## config.mk

```make
export PLATFORM = sky130hd
export DESIGN_NAME = scd_trap_seq
export DESIGN_NICKNAME = d
export VERILOG_FILES = /design/src/rtl/scd_trap_seq.sv
export SDC_FILE = /design/constraint.sdc
export NUM_CORES = 1
export LEC_CHECK = 0
export BUFFER_PORTS_ARGS = -buffer_cell sky130_fd_sc_hd__buf_2
export CORE_MARGIN = 4
export CORE_UTILIZATION = 38
export CTS_CLUSTER_DIAMETER = 100
export DETAILED_ROUTE_END_ITERATION = 7
export PLACE_DENSITY = 0.66
export SLEW_MARGIN = 20
export SYNTH_ARGS = -nofsm -noshare
export SYNTH_HDL_FRONTEND = slang
export SYNTH_SLANG_ARGS = --single-unit
```

## constraint.sdc

```tcl
create_clock -name clk3_trp_h -period 4.1 [get_ports clk3_trp_h]
set_clock_uncertainty 0.2 [all_clocks]
set_input_delay 0.615 -clock clk3_trp_h [delete_from_list [all_inputs] [get_ports clk3_trp_h]]
set_output_delay 0.615 -clock clk3_trp_h [all_outputs]
set_load 0.03 [all_outputs]
```

## src/rtl/scd_trap_seq.sv

```systemverilog
// Trap request sequencer behind the SCD board: samples trap flags at NICOND and holds a trap-cycle request for CON.
// Optional diagnostic taken-counter and EBUS readback are built when SCD_TRAP_DIAG_EN is defined.
module scd_trap_seq #(
  parameter int unsigned HOLDOFF = 3
) (
  input  logic        clk3_trp_h,
  input  logic        mr_reset_02_l,
  input  logic        scd4_trap_req_1_h,
  input  logic        scd4_trap_req_2_h,
  input  logic        scd5_user_a_h,
  input  logic        con_nicond_trap_en_h,
  input  logic        con_pi_cycle_a_l,
  input  logic        con_trap_ack_h,
  input  logic        con_cond_instr_abort_h,
  input  logic        diag_read_func_13x_l,
  output logic        trp_req_h,
  output logic [1:0]  trp_code_h,
  output logic [8:0]  trp_vma_h,
  output logic        trp_upt_h,
  output logic        trp_busy_h,
  output logic [11:0] ebus_trp_h
);

  typedef enum logic [1:0] {
    ST_IDLE = 2'd0,
    ST_REQ  = 2'd1,
    ST_HOLD = 2'd2
  } state_t;

  localparam logic [3:0] HOLD_LOAD = 4'(HOLDOFF);
  localparam logic [8:0] VMA_BASE  = 9'o420;

  state_t     state;
  logic [3:0] hold_cnt;
  logic [1:0] flags;
  logic       sample;

  assign flags  = {scd4_trap_req_2_h, scd4_trap_req_1_h};
  assign sample = con_nicond_trap_en_h & con_pi_cycle_a_l & (flags != 2'b00);

`ifdef SCD_TRAP_DIAG_EN
  logic [7:0] taken_cnt;
`endif

  // NOTE: all state is written with non-blocking assignments so every register sees pre-edge values.
  always_ff @(posedge clk3_trp_h) begin
    if (!mr_reset_02_l) begin
      state      <= ST_IDLE;
      hold_cnt   <= 4'd0;
      trp_req_h  <= 1'b0;
      trp_code_h <= 2'b00;
      trp_vma_h  <= 9'd0;
      trp_upt_h  <= 1'b0;
      trp_busy_h <= 1'b0;
`ifdef SCD_TRAP_DIAG_EN
      taken_cnt  <= 8'd0;
`endif
    end else begin
      case (state)
        ST_IDLE: begin
          if (sample) begin
            state      <= ST_REQ;
            trp_req_h  <= 1'b1;
            trp_code_h <= flags;
            trp_vma_h  <= VMA_BASE + {7'd0, flags};
            trp_upt_h  <= scd5_user_a_h;
            trp_busy_h <= 1'b1;
          end
        end
        ST_REQ: begin
          // Ack takes priority over abort when both arrive together.
          if (con_trap_ack_h) begin
            state     <= ST_HOLD;
            trp_req_h <= 1'b0;
            hold_cnt  <= HOLD_LOAD;
`ifdef SCD_TRAP_DIAG_EN
            if (taken_cnt != 8'hFF) taken_cnt <= taken_cnt + 8'd1;
`endif
          end else if (con_cond_instr_abort_h) begin
            state      <= ST_IDLE;
            trp_req_h  <= 1'b0;
            trp_busy_h <= 1'b0;
          end
        end
        ST_HOLD: begin
          // Leaving on the edge where the count hits zero gives exactly HOLDOFF cycles in HOLD.
          hold_cnt <= hold_cnt - 4'd1;
          if (hold_cnt <= 4'd1) begin
            state      <= ST_IDLE;
            trp_busy_h <= 1'b0;
          end
        end
        default: begin
          state      <= ST_IDLE;
          hold_cnt   <= 4'd0;
          trp_req_h  <= 1'b0;
          trp_busy_h <= 1'b0;
        end
      endcase
    end
  end

`ifdef SCD_TRAP_DIAG_EN
  assign ebus_trp_h = diag_read_func_13x_l ? 12'd0 : {state, trp_code_h, taken_cnt};
`else
  logic unused_diag;
  assign unused_diag = diag_read_func_13x_l;
  assign ebus_trp_h  = 12'd0;
`endif

  a_req_has_code: assert property (@(posedge clk3_trp_h) trp_req_h |-> (trp_code_h != 2'b00));
  a_req_is_busy:  assert property (@(posedge clk3_trp_h) trp_req_h |-> trp_busy_h);

endmodule

```

==> reports/results.tsv <==
stage	metric	value	unit
run_status	status	completed	
critical_path	critical_path_class	reg -> out	
synthesis	synth.cell_area	862	um2
floorplan	core	2060	um2
finish	multi_input_area	502	um2
critical_path	worst_setup_path_end_kind	output pin	
sta	period_minus_slack	1.64	ns
critical_path	worstPathRequired	3.28	ns
sta	hold_viol_final	0	
clocking	cts_buffer_depth	2	
route	drt_pass1_iterations	2	
power	power_density	477	nW/um2
critical_path	cp_slowest_cell	dfxtp_1	
clocking	clkTransAtPathRegs	0.08	ns
route	drc_errors	0	
floorplan	die_width	55.6	um
floorplan	io_pins	36	
critical_path	path_cells	buf_2	
finish	area_growth	7.11	%
synthesis	synth_area_leaders	dfxtp_1 (28%), buf_4 (17%), ha_1 (7.3%), mux2i_1 (5.8%), a21boi_1 (4.4%)	
route	drtAntennaViolNets	0	
finish	diodes	0	
route	wirelength	1.45	mm
critical_path	crit_arrival	0.83	ns
route	routed-via-count	604	
critical_path	cp-start-kind	register	
finish	utilization	44.8	%
finish	fin_cells	139	
floorplan	row_count	16	
critical_path	cpPeakStageDelay	0.35	ns
sta	maxSlewViolCount	0	
synthesis	ys_ff_latch	12	
finish	final_layout_size_suffix_gt1_share	27.7	%
synthesis	yosysTopAreaCellShare	27.9	%
placed_design	port-buffer-count	17	
clocking	cts_setup_buffers	0	
clocking	clk_latency	0.27	ns
global_route	grt_max_degree	15	
global_route	grt_pass1_wl	2.36	mm
sta	fin_crit_sh	40.0	%
sta	setup_violations	0	
clocking	htree_levels	1	
placed_design	hpwl	1.15	mm
finish	layout_common_cells	conb_1 (17), buf_2 (17), dfxtp_1 (12)	
floorplan	dieArea	3090	um2
floorplan	chipHeight	55.6	um
placed_design	gp_congestion	0.761	
critical_path	crit_fanout	3	
power	ir_drop	216	uV
global_route	grt.total_usage	9.30	%
sta	max_freq	609	MHz
floorplan	start_util	41.8	%
clocking	ctsHoldBuffers	0	
synthesis	syn_inst	96	
global_route	antenna_found_initial	0	
clocking	cts_root_buffer	clkbuf_4	
clocking	clkSinkCount	12	
synthesis	synth_top_cell_by_area	dfxtp_1	
critical_path	r2r_slack	2.47	ns
synthesis	ys_types	31	
power	total_power	440	uW
finish	nNetsFinal	128	
clocking	numCtsBuffers	3	
sta	holdWs	0.264	ns
flow_run	cap_violations	0	
finish	regArea	240	um2
placed_design	dp.cells	135	
sta	rsz0062_at_grt	false	
clocking	cts_tree	yes	
power	p_leak	0.439	nW
synthesis	syn_avg_cell_area	8.98	um2
synthesis	synth_seq_area_share	27.9	%
critical_path	path_delay_family	flip-flops	
clocking	post_cts_resized	0	
route	wire_per_inst	10.5	um
worst_hold_path	min_path_type	reg -> reg	
global_route	grt_pass1_vias	554	
finish	nFillCells	208	
sta	setup_tns	0	ns
global_route	overflow	0	
route	drt-initial-drc-count	4	
critical_path	cp_num_buf_inv	1	
route	viasPerCell	4.35	
synthesis	yosys_warnings	0	
[area by class of cell]
type / count / share of cell area, %
multi-input cells: 72 / 54.3
inverters: 7 / 2.85
well taps: 27 / 3.66
flip-flops and latches: 12 / 26.0
repair buffers: 17 / 9.21
clock buffers: 4 / 3.93
[power breakdown]
group	internal (mW)	leakage, nW	switching [mW]
combinational	0.0697	0.320	0.130
clock	0.0540	0.0210	0.0412
sequential	0.135	0.0978	0.0104
total	0.259	0.439	0.181
[layer usage]
metal,vias to the layer above,global-route usage [%],share of wire (%)
li1,314,-,-
met1,271,10.3,44
met2,17,15.7,47
met3,2,3.48,6.7
met4,0,4.17,1.4
met5,-,0,0
[through the flow]
step | cell area, um2 | setup slack (ns)
final | 923 | 2.46
after global routing | 923 | 2.38
after CTS | 923 | 2.44
after detailed placement | 887 | 2.43
after global placement | 887 | 2.41
after floorplan | 922 | 2.57
[cells in the mapped netlist]
library cell / n
inv_1: 7
or2_4: 1
buf_4: 20
o21ai_1: 2
a31o_1: 1
nor2b_4: 1
nor3_1: 1
nor2_1: 6
a21oi_1: 1
clkbuf_1: 1
o31ai_1: 1
a21o_1: 1
nor3_2: 1
o21ai_0: 1
nand2_1: 5
o31ai_4: 1
o211ai_1: 1
nand3_2: 1
nor3b_2: 1
nand2_2: 2
a21boi_1: 5
nand3b_1: 2
and3_1: 2
conb_1: 1
dfxtp_1: 12
mux2i_1: 5
nand3_1: 2
o2111ai_4: 1
ha_1: 5
nor2b_1: 4
o211ai_2: 1
[registers in the layout (all words and copies together), names as in the netlist]
signal and flops:
hold_cnt 4, state 2, trp_vma_h 2, trp_busy_h 1, trp_code_h 1, trp_req_h 1, trp_upt_h 1
[worst paths after layout]
path         cells past startpoint      endpoint    startpoint
max                              1  trp_vma_h[1]  trp_vma_h[1]
max reg2reg                      6      state[1]   hold_cnt[0]
min reg2reg                      2  trp_vma_h[4]  trp_vma_h[4]
min                              2  trp_vma_h[4]  trp_vma_h[4]
[cells by family (layout without fill, tap and decap cells)]
kind of cell / count (synthesis) / in the layout / synth area share, %
other: 1 / 17 / 0.435
multiplexers: 5 / 5 / 5.81
AO/OA/AOI/OAI: 16 / 16 / 17.3
adder cells (fa/ha/maj): 5 / 5 / 7.26
AND/OR/NAND/NOR: 29 / 29 / 20.5
buffers and inverters: 28 / 28 / 20.9
flip-flops: 12 / 12 / 27.9
(Power assumes the default switching activity.)
